===== config.mk =====
export PLATFORM = sky130hd
export DESIGN_NAME = alpaca_fft_framer
export DESIGN_NICKNAME = d
export VERILOG_FILES = /design/src/rtl/alpaca_fft_framer.sv
export SDC_FILE = /design/constraint.sdc
export NUM_CORES = 1
export LEC_CHECK = 0
export BUFFER_PORTS_ARGS = -buffer_cell sky130_fd_sc_hd__buf_4
export CORE_MARGIN = 4
export CORE_UTILIZATION = 55
export CTS_BUF_LIST = sky130_fd_sc_hd__clkbuf_16
export DETAILED_ROUTE_END_ITERATION = 12
export HOLD_SLACK_MARGIN = 0.12
export PLACE_DENSITY = 0.83
export SETUP_SLACK_MARGIN = 0.1
export SYNTH_ARGS = -nofsm -noshare
export SYNTH_HDL_FRONTEND = slang
export SYNTH_SLANG_ARGS = --single-unit

===== constraint.sdc =====
create_clock -name clk -period 2.3 [get_ports clk]
set_input_delay 0.23 -clock clk [delete_from_list [all_inputs] [get_ports clk]]
set_output_delay 0.23 -clock clk [all_outputs]
set_load 0.01 [all_outputs]

===== src/rtl/alpaca_fft_framer.sv =====
// Aligns a continuous sample stream to FFT frame boundaries, regenerates tuser/tlast and
// absorbs backpressure with a 2-entry skid buffer. Optional counters: ALPACA_FRAMER_STATS_EN.
module alpaca_fft_framer #(
  parameter int unsigned FFT_LEN      = 32,
  parameter int unsigned SAMP_PER_CLK = 2,
  parameter int unsigned SAMPLE_W     = 32
) (
  input  logic                             clk,
  input  logic                             rst_n,
  input  logic [SAMP_PER_CLK*SAMPLE_W-1:0] s_axis_tdata,
  input  logic                             s_axis_tvalid,
  output logic                             s_axis_tready,
  input  logic                             s_axis_tlast,
  input  logic                             s_axis_tuser,
  output logic [SAMP_PER_CLK*SAMPLE_W-1:0] m_axis_tdata,
  output logic                             m_axis_tvalid,
  input  logic                             m_axis_tready,
  output logic                             m_axis_tlast,
  output logic                             m_axis_tuser,
  output logic                             sync_err,
  output logic                             locked
`ifdef ALPACA_FRAMER_STATS_EN
  ,
  output logic [31:0]                      frame_cnt,
  output logic [15:0]                      drop_cnt
`endif
);

  localparam int unsigned DATA_W = SAMP_PER_CLK * SAMPLE_W;
  localparam int unsigned BEATS  = FFT_LEN / SAMP_PER_CLK;
  localparam int unsigned CNT_W  = $clog2(BEATS);

  typedef enum logic {SEEK = 1'b0, RUN = 1'b1} state_t;

  state_t             state;
  logic [CNT_W-1:0]   beat_cnt;
  logic [CNT_W-1:0]   cnt_inc;
  logic               accept;
  logic               cnt_zero;
  logic               cnt_last;
  logic               resync;
  logic               miss;
  logic               fwd;
  logic               fwd_last;

  logic [DATA_W-1:0]  sk_data;
  logic               sk_user;
  logic               sk_last;
  logic               sk_valid;
  logic               pop;
  logic               out_v_n;
  logic               sk_v_n;
  logic               out_load_sk;
  logic               out_load_in;
  logic               sk_load;
  logic               ready_n;

  // Input tlast carries no information here; frame boundaries come from the counter.
  logic               unused_tlast;
  assign unused_tlast = s_axis_tlast;

  // Frame decode of the beat being accepted this cycle.
  always_comb begin
    accept   = s_axis_tvalid & s_axis_tready;
    cnt_zero = (beat_cnt == '0);
    cnt_last = (beat_cnt == CNT_W'(BEATS - 1));
    cnt_inc  = cnt_last ? '0 : beat_cnt + CNT_W'(1);
    resync   = accept & (state == RUN) & s_axis_tuser & ~cnt_zero;
    miss     = accept & (state == RUN) & ~s_axis_tuser & cnt_zero;
    // A forwarded beat is a frame start exactly when its input tuser is set.
    fwd      = accept & (s_axis_tuser | ((state == RUN) & ~cnt_zero));
    fwd_last = ~s_axis_tuser & cnt_last;
  end

  // Lock FSM and beat counter; advance only on the input handshake.
  always_ff @(posedge clk or negedge rst_n) begin
    if (!rst_n) begin
      state    <= SEEK;
      beat_cnt <= '0;
      sync_err <= 1'b0;
      locked   <= 1'b0;
    end else begin
      sync_err <= resync | miss;
      if (accept) begin
        case (state)
          SEEK: begin
            if (s_axis_tuser) begin
              state    <= RUN;
              beat_cnt <= CNT_W'(1);
              locked   <= 1'b1;
            end
          end
          RUN: begin
            if (miss) begin
              state    <= SEEK;
              beat_cnt <= '0;
              locked   <= 1'b0;
            end else if (s_axis_tuser) begin
              beat_cnt <= CNT_W'(1);
            end else begin
              beat_cnt <= cnt_inc;
            end
          end
          default: begin
            state    <= SEEK;
            beat_cnt <= '0;
            locked   <= 1'b0;
          end
        endcase
      end
    end
  end

  // Skid buffer: the output register is the head, sk_* the second entry.
  always_comb begin
    pop         = m_axis_tvalid & m_axis_tready;
    out_v_n     = m_axis_tvalid;
    sk_v_n      = sk_valid;
    out_load_sk = 1'b0;
    out_load_in = 1'b0;
    sk_load     = 1'b0;
    if (!m_axis_tvalid || pop) begin
      if (sk_valid) begin
        out_load_sk = 1'b1;
        out_v_n     = 1'b1;
        sk_load     = fwd;
        sk_v_n      = fwd;
      end else begin
        out_load_in = fwd;
        out_v_n     = fwd;
      end
    end else if (fwd) begin
      sk_load = 1'b1;
      sk_v_n  = 1'b1;
    end
    ready_n = ~(out_v_n & sk_v_n);
  end

  always_ff @(posedge clk or negedge rst_n) begin
    if (!rst_n) begin
      m_axis_tvalid <= 1'b0;
      m_axis_tdata  <= '0;
      m_axis_tuser  <= 1'b0;
      m_axis_tlast  <= 1'b0;
      sk_valid      <= 1'b0;
      sk_data       <= '0;
      sk_user       <= 1'b0;
      sk_last       <= 1'b0;
      s_axis_tready <= 1'b0;
    end else begin
      m_axis_tvalid <= out_v_n;
      sk_valid      <= sk_v_n;
      s_axis_tready <= ready_n;
      if (out_load_sk) begin
        m_axis_tdata <= sk_data;
        m_axis_tuser <= sk_user;
        m_axis_tlast <= sk_last;
      end else if (out_load_in) begin
        m_axis_tdata <= s_axis_tdata;
        m_axis_tuser <= s_axis_tuser;
        m_axis_tlast <= fwd_last;
      end
      if (sk_load) begin
        sk_data <= s_axis_tdata;
        sk_user <= s_axis_tuser;
        sk_last <= fwd_last;
      end
    end
  end

`ifdef ALPACA_FRAMER_STATS_EN
  // Completed-frame counter wraps; drop counter saturates.
  always_ff @(posedge clk or negedge rst_n) begin
    if (!rst_n) begin
      frame_cnt <= '0;
      drop_cnt  <= '0;
    end else begin
      if (pop && m_axis_tlast) frame_cnt <= frame_cnt + 32'd1;
      if (accept && !fwd && (drop_cnt != 16'hFFFF)) drop_cnt <= drop_cnt + 16'd1;
    end
  end
`else
  // Statistics counters are not built in this configuration.
`endif

endmodule

== Yosys cells after proc, flatten, opt, wreduce, memory -nomap -nowiden ==
Cells that the tools add are included.

* Flip-flop bits (word level): 142
* Logic and storage cells: 68
* Output and inout bits: 70
* Input port bits: 70

* Reductions and logical operators: 6
* Eq/ne operators: 3
* Multiplexer cells: 28
* Add/sub/neg operators: 1
* Bitwise operators: 17

{| class="wikitable"
|+ Operators by type and width
! cell !! count
|-
| 2-to-1 mux 64 bit || 2
|-
| 2-to-1 mux 1 bit || 19
|-
| 2-to-1 mux 4 bit || 4
|-
| bitwise AND 1 bit || 11
|-
| case mux 4 bit (2 select lines) || 1
|-
| adder 4 x 1 -> 4 bit (second input constant) || 1
|-
| == test 4 bit (second input constant) || 1
|-
| logical NOT 4 bit || 1
|-
| NOT 1 bit || 4
|-
| case mux 1 bit (2 select lines) || 2
|-
| AND reduction 3 bit || 1
|-
| != test 2 x 1 -> 1 bit (second input constant) || 1
|-
| != test 2 bit (second input constant) || 1
|-
| bitwise OR 1 bit || 2
|-
| AND reduction 2 bit || 1
|-
| nonzero test 2 bit || 1
|-
| logical NOT 1 bit || 1
|-
| logical OR 1 bit || 1
|}

== Logic depth before layout (Yosys ltp) ==
Gate-level depths: netlist of the first run.

* Depth after elaboration: 9
* Depth in mapped cells: 7
* Gate-level depth less buffers: 5

== Least setup slack after synthesis of the first run ==
OpenSTA, ideal clock, no wires.

* Path type: reg-to-reg
* Start: reg beat_cnt[0]
* End: reg sk_data[32]
* Setup slack: 467 ps
* Required time: 2172 ps
* Arrival time: 1705 ps
* Setup time: 128 ps
* Period minus slack after synthesis: 1833 ps
* Path buffers: 2
* Stages on the path, launching flop included: 8
* Path through: dfrtp_1 -> inv_1 -> ha_1 -> nor4b_4 -> a211o_1 -> buf_6 -> buf_6 -> mux2_1

* Cells in the longest elaborated chain, start to end: 7
* Elaborated cells on any way between the ends: 8
* Classes of those cells: mux: 3; bitwise: 4; reduce/logical: 1

{| class="wikitable"
|+ Ends and longest elaborated chain
! item !! line !! RTL
|-
| start: declaration || 36 || <nowiki>logic [CNT_W-1:0] beat_cnt;</nowiki>
|-
| start signal: assignment || 101 || <nowiki>beat_cnt <= cnt_inc;</nowiki>
|-
| logical NOT 4 bit (*) || 65 || <nowiki>cnt_zero = (beat_cnt == '0);</nowiki>
|-
| NOT 1 bit (*) || 71 || <nowiki>fwd = accept & (s_axis_tuser | ((state == RUN) & ~cnt_zero));</nowiki>
|-
| bitwise AND 1 bit (*) || 71 ||
|-
| bitwise OR 1 bit (*) || 71 ||
|-
| bitwise AND 1 bit (*) || 71 ||
|-
| 2-to-1 mux 1 bit (on tied branches) || 132, 123 ||
|-
| 2-to-1 mux 1 bit (*) || 122 || <nowiki>if (!m_axis_tvalid || pop) begin</nowiki>
|-
| end signal: assignment || 164 || <nowiki>sk_data <= s_axis_tdata;</nowiki>
|-
| end: declaration || 46 || <nowiki>logic [DATA_W-1:0] sk_data;</nowiki>
|}

Every way passes the cells marked *; elsewhere a longest branch is shown, timed or not.
A chain may end at the register's enable or synchronous reset.

== Final worst setup path of the first run ==
* Start: reg beat_cnt[0]
* End: reg m_axis_tdata[15]

* Cells in the longest elaborated chain, start to end: 8

{| class="wikitable"
|+ Ends and longest elaborated chain
! item !! line !! RTL
|-
| logical NOT 4 bit || 65 ||
|-
| NOT 1 bit || 71 ||
|-
| bitwise AND 1 bit || 71 ||
|-
| bitwise OR 1 bit || 71 ||
|-
| bitwise AND 1 bit || 71 ||
|-
| 2-to-1 mux 1 bit || 123 || <nowiki>if (sk_valid) begin</nowiki>
|-
| 2-to-1 mux 1 bit || 122 ||
|-
| nonzero test 2 bit (no line) || n/a ||
|-
| end signal: assignment || 155 || <nowiki>m_axis_tdata <= sk_data;</nowiki>
|-
| end signal: assignment || 159 || <nowiki>m_axis_tdata <= s_axis_tdata;</nowiki>
|-
| end: declaration || 15 || <nowiki>output logic [SAMP_PER_CLK*SAMPLE_W-1:0] m_axis_tdata,</nowiki>
|}

No other way between the ends.

==> run_results.csv, run 1 <==
group,metric,value,unit
route,firstDrtPassIters,5,
place,place_congestion,0.788,
critical_path,cpMostUsedCell,"o211ai_1",
critical_path,end_kind,"flop",
timing,fin_crit,2050,ps
job,drv_cap,0,
route,wl,21800,um
die,die_area,15400,um^2
critical_path,slowest_delay,530,ps
synth,ys_seq_area_share,48.0,%
timing,rsz0062_at_grt,"no",
die,core_region_area,13200,um^2
critical_path,timing.rr.start,"beat_cnt[0]",
route,drt_iter0_drc,715,
critical_path,r2r_setup_slack,250,ps
die,io_pins,140,
timing,final.setup.tns,0,ps
synth,synth_flop_cell,"dfrtp_1",
synth,synth.distinct_cells,39,
cells_and_area,mostFrequentLayoutCell,"buf_4",
critical_path,crit_start,"beat_cnt[0]",
critical_path,cp.required,2630,ps
synth,async_reset_ff_share,100,%
critical_path,ff2ff_path_depth,6,
route,ant_nets,0,
route,drc,0,
timing,fmax,487,MHz
critical_path,worst_setup_path_start_kind,"flop",
timing,whs,159,ps
grt,grt_pass1_wl,34700,um
critical_path,worstPathArrival,2380,ps
grt,antenna_found_initial,0,
timing,max_slew.worst_pin.slew,817,ps
clock_network,htree_levels,4,
critical_path,crit_type,"flop to flop",
critical_path,rr_endpoint,"m_axis_tdata[15]",
critical_path,crit_slowest_cell,"buf_4",
critical_path,critPathTopFamily,"buffers and inverters",
grt,grt_pass1_vias,6782,
critical_path,worst-path-buf-inv,2,
critical_path,path_depth,6,
die,die-height,124,um
place,dpl.hpwl,12700,um
synth,synth_edf_count,0,
clock_network,cts_tree,"built",
synth,syn_nets,733,
power_and_ir_drop,ir_drop,0.816,mV
timing,slew_headroom,45.5,%
die,start_util,56.0,%
worst_hold_path,hp-class,"input pin to flop",
power_and_ir_drop,p_leak,0.00459,uW
timing,hold_viol_final,0,
die,num_rows,42,
route,post_drt_via_cell_ratio,6.51,
route,num_vias,6642,
grt,grt_overflow,0,
cells_and_area,drive_gt1_share,30.5,%
timing,finalCritPeriodShare,89.3,%
clock_network,cts.path.max_buffers,2,
cells_and_area,multi_input_area,3510,um^2
clock_network,clock-root-buffer,"clkbuf_16",
clock_network,cts_buffers,17,
cells_and_area,seqCellArea,3560,um^2
power_and_ir_drop,power_density,1410,nW/um^2
route,wl_per_cell,21.4,um
cells_and_area,final_cell_mix,"156 x buf_4, 140 x dfrtp_1, 98 x o211ai_1",
place,port-buffer-count,138,
timing,slew_violations,0,
cells_and_area,area_growth,32.7,%
timing,setup_viol_count_final,0,
synth,synth_seq_cells,142,
grt,grt_max_degree,118,
critical_path,endpoint,"m_axis_tdata[15]",
timing,clock-skew-final,7.14,ps
grt,grt_util_all_layers,28.9,%
synth,synthCells,661,
status,run_status,"complete, no violations",
die,die_w,124,um
cells_and_area,n_antenna_cell,0,
cells_and_area,fill_cells,870,
synth,mappedNetlistArea,7410,um^2
critical_path,crit_chain,"inv_1 -> ha_1 -> nor4b_4 -> buf_4 -> o211ai_1 -> o211ai_1",
clock_network,numClockSinks,142,
synth,yosysWarnings,0,
synth,syn_area_per_cell,11.2,um^2
clock_network,clk_pin_slew,60,ps
cells_and_area,final_net_count,905,
critical_path,crit_path_max_fanout,44,
clock_network,clk_latency,430,ps
cell usage after synthesis, types with 2 or more instances:
cell type / count / area (um^2)
a311o_1: 16 / 160
o211a_1: 16 / 160
buf_1: 2 / 7.51
a31oi_1: 50 / 313
inv_1: 5 / 18.8
nor3_1: 2 / 10.0
nor2b_1: 2 / 12.5
buf_2: 14 / 70.1
o21ai_0: 19 / 95.1
o211ai_1: 98 / 736
clkbuf_1: 55 / 206
mux2_1: 4 / 45.0
and3b_1: 49 / 429
nand2_1: 21 / 78.8
mux2_4: 36 / 541
nand3b_1: 16 / 120
buf_6: 5 / 56.3
ha_1: 2 / 25.0
nand2b_1: 3 / 18.8
mux2_2: 27 / 304
dfrtp_1: 142 / 3550
nor2_1: 3 / 11.3
nand3_1: 53 / 265
o311ai_0: 2 / 17.5
a21oi_1: 5 / 25.0
layer usage:
metal	wire length, um	vias to the layer above	GRT usage [%]
met4	437	0	11.0
met5	0	-	0
li1	-	2901	-
met2	11000	367	48.7
met1	8460	3320	35.6
met3	1880	54	7.67
cells by family (layout without fill, tap and decap cells):
| group | Yosys count | after routing | synth area share, % |
|---|---|---|---|
| flip-flops | 142 | 142 | 48.0 |
| AND/OR/NAND/NOR | 153 | 153 | 13.4 |
| adder cells (fa/ha/maj) | 2 | 2 | 0.338 |
| multiplexers | 67 | 67 | 12.0 |
| buffers and inverters | 83 | 267 | 5.00 |
| AO/OA/AOI/OAI | 214 | 214 | 21.3 |
flip-flops by register name, summed over array words and instances (netlist names):
register	flops
state	1
m_axis_tvalid	1
beat_cnt	4
m_axis_tuser	1
m_axis_tdata	64
sync_err	1
sk_valid	1
s_axis_tready	1
m_axis_tlast	1
locked	1
sk_last	1
sk_data	64
sk_user	1
worst reg2reg max path: stages (launching register included):
cell,delay (ps)
dfrtp_1,420
inv_1,110
ha_1,180
nor4b_4,380
buf_4,530
o211ai_1,220
o211ai_1,140
final cells by class:
class / instances / area share, %
multi-input cells: 436 / 35.7
clock buffers: 17 / 4.33
flip-flops and latches: 142 / 36.2
inverters: 6 / 0.242
repair buffers: 230 / 20.2
well taps: 176 / 2.24
clock inverters: 14 / 1.11
per-stage QoR:
stage                     power, uW  std cells  cell area [um^2]  utilization (%)  worst slack [ps]
after global routing          14700       1021              9830             74.2               108
after detailed placement      11200        922              8620             65.1               195
after CTS                     13800       1019              9820             74.1               186
after floorplan                8690        661              7410                -               467
final                         13900       1021              9830             74.2               247
after global placement        10700        922              8620             65.1               270
report_power, final:
group          switching, uW  internal, uW  leakage (uW)
registers                972          3800       0.00170
logic                   3330          3250       0.00262
clock network           1010          1540      0.000267
total                   5310          8590       0.00459
worst min path at each step:
stage / startpoint / endpoint / slack [ps] / cells past startpoint
after floorplan: rst_n / beat_cnt[0] / -70 / 0
after global placement: rst_n / sk_data[41] / 260 / 1
after detailed placement: rst_n / m_axis_tdata[41] / 280 / 1
after CTS: s_axis_tvalid / locked / 150 / 3
after global routing: s_axis_tvalid / locked / 170 / 3
final: s_axis_tvalid / locked / 160 / 3
repair_timing:
action,4_1_cts,5_1_grt
gates resized for setup,0,0
setup endpoints to repair,0,16
endpoints found under the hold margin,192,0
buffers inserted,0,2
hold buffers,66,0
Power figures use the tool's default switching activity.
==> run 2, diff against run 1 <==
REMOVE_ABC_BUFFERS = 1   (was unset)
==> run_results.csv, run 2 (synthesis results as in run 1) <==
group,metric,value,unit
clock_network,cts_resized,0,
worst_hold_path,min_from,"s_axis_tvalid",
critical_path,slowest_delay,420,ps
place,dpl-instance-area,8580,um^2
timing,finalCritPeriodShare,90.4,%
place,dpl_worst_slack,252,ps
grt,grt_pass1_wl,35400,um
critical_path,crit_slowest_cell,"dfrtp_1",
die,io_pins,140,
timing,clock-skew-final,9.45,ps
grt,grt_util_all_layers,29.5,%
timing,slew_headroom,44.2,%
route,wl_per_cell,21.8,um
cells_and_area,top_regs,"m_axis_tdata (64), sk_data (64), beat_cnt (4)",
route,wl,22200,um
route,firstDrtPassIters,6,
timing,whs,220,ps
die,core_region_area,13200,um^2
critical_path,worst_setup_path_start_kind,"flop",
cells_and_area,n_antenna_cell,0,
critical_path,worstPathArrival,2390,ps
die,die_area,15400,um^2
timing,max_slew.worst_pin.slew,836,ps
cells_and_area,mostFrequentLayoutCell,"buf_4",
die,num_rows,42,
route,drt_iter0_drc,737,
worst_hold_path,worstHoldEndpoint,"locked",
timing,fmax,481,MHz
clock_network,clk_pin_slew,60,ps
die,die-height,124,um
timing,slew_violations,0,
critical_path,end_kind,"flop",
clock_network,cts_tree,"built",
critical_path,timing.rr.start,"beat_cnt[0]",
critical_path,ff2ff_path_depth,6,
critical_path,r2r_setup_slack,220,ps
route,post_drt_via_cell_ratio,6.63,
route,ant_nets,0,
route,num_vias,6751,
place,port-buffer-count,138,
power_and_ir_drop,power,14400,uW
power_and_ir_drop,power_density,1450,nW/um^2
critical_path,worst-path-buf-inv,2,
status,run_status,"complete, no violations",
timing,fin_crit,2080,ps
critical_path,crit_path_max_fanout,37,
clock_network,cts_buffers,17,
place,place_congestion,0.867,
grt,grt_pass1_vias,6956,
worst_hold_path,hp-class,"input pin to flop",
cells_and_area,drive_gt1_share,30.9,%
clock_network,htree_levels,4,
grt,grt_max_degree,101,
timing,fin_ws,220,ps
clock_network,cts.path.max_buffers,2,
cells_and_area,final_net_count,901,
critical_path,crit_chain,"inv_1 -> ha_1 -> nor4b_4 -> a211o_4 -> buf_12 -> mux2_2",
power_and_ir_drop,ir_drop,0.881,mV
cells_and_area,area_growth,33.5,%
critical_path,critPathTopFamily,"flip-flops",
critical_path,crit_type,"flop to flop",
die,start_util,56.0,%
clock_network,numClockSinks,142,
cells_and_area,final_cell_mix,"154 x buf_4, 140 x dfrtp_1, 98 x o211ai_1",
timing,rsz0062_at_grt,"no",
cells_and_area,post-route-util,74.7,%
critical_path,path_depth,6,
cells_and_area,fin_area,9890,um^2
grt,grt_overflow,0,
place,dpl.hpwl,12500,um
timing,setup_viol_count_final,0,
job,drv_cap,0,
timing,hold_viol_final,0,
die,die_w,124,um
critical_path,rr_endpoint,"sk_data[22]",
grt,antenna_found_initial,0,
route,drc,0,
cells_and_area,fill_cells,864,
clock_network,clock-root-buffer,"clkbuf_16",
power_and_ir_drop,p_leak,0.00461,uW
worst_hold_path,whs_path_depth,3,
critical_path,cp.required,2610,ps
clock_network,clk_latency,430,ps
==> run 2: cell types whose count changed in the layout (fill, tap and decap cells not counted), sizes merged <==
| cell | delta |
|---|---|
| clkinvlp | +1 |
| clkinv | -5 |
| buf | -4 |
| inv | +1 |
| bufinv | +4 |
==> run 2: repair_timing <==
action,CTS,global route
hold buffers,66,0
hold endpoints to repair,183,0
buffers inserted,0,0
==> run 2: final cells by class <==
type | count | area, um^2 | area share [%]
clock buffer | 17 | 425 | 4.30
clock inverter | 15 | 226 | 2.29
inverter | 6 | 23.8 | 0.240
multi-input combinational | 436 | 3510 | 35.5
sequential | 142 | 3560 | 35.9
tap | 176 | 220 | 2.23
timing repair buffer | 226 | 1930 | 19.5
==> run 2: worst max-delay path by stage <==
stage,start,endpoint,slack [ps]
finish,beat_cnt[0],sk_data[22],220
global route,beat_cnt[1],sk_data[22],110
CTS,beat_cnt[0],sk_data[22],220
detailed placement,beat_cnt[0],sk_data[22],250
global placement,beat_cnt[0],sk_data[22],360
floorplan,m_axis_tvalid,sk_data[0],-3000
==> run 2: worst reg2reg max path: stages, from the launching register on <==
cell     delay, ps
dfrtp_1        420
inv_1          120
ha_1           210
nor4b_4        330
a211o_4        190
buf_12         290
mux2_2         400
==> run 2: power by group <==
part	total, uW	leakage (uW)	switching [uW]	internal [uW]
combinational	6550	0.00259	3340	3210
clock	3070	0.000324	1060	2010
sequential	4770	0.00170	978	3800
total	14400	0.00461	5380	9010
==> run 2: through the flow <==
step,TNS [ps],instances
2_1_floorplan,-274310,584
3_3_place_gp,0,920
3_5_place_dp,0,920
4_1_cts,0,1018
5_1_grt,0,1018
6_report,0,1018
==> run 2: routing by layer <==
metal	track usage [%]	vias up	part of all wire, %
met3	7.81	49	8.6
met2	48.2	395	50
met1	37.5	3408	40
met5	0	-	0
met4	11.4	0	1.8
li1	-	2899	-
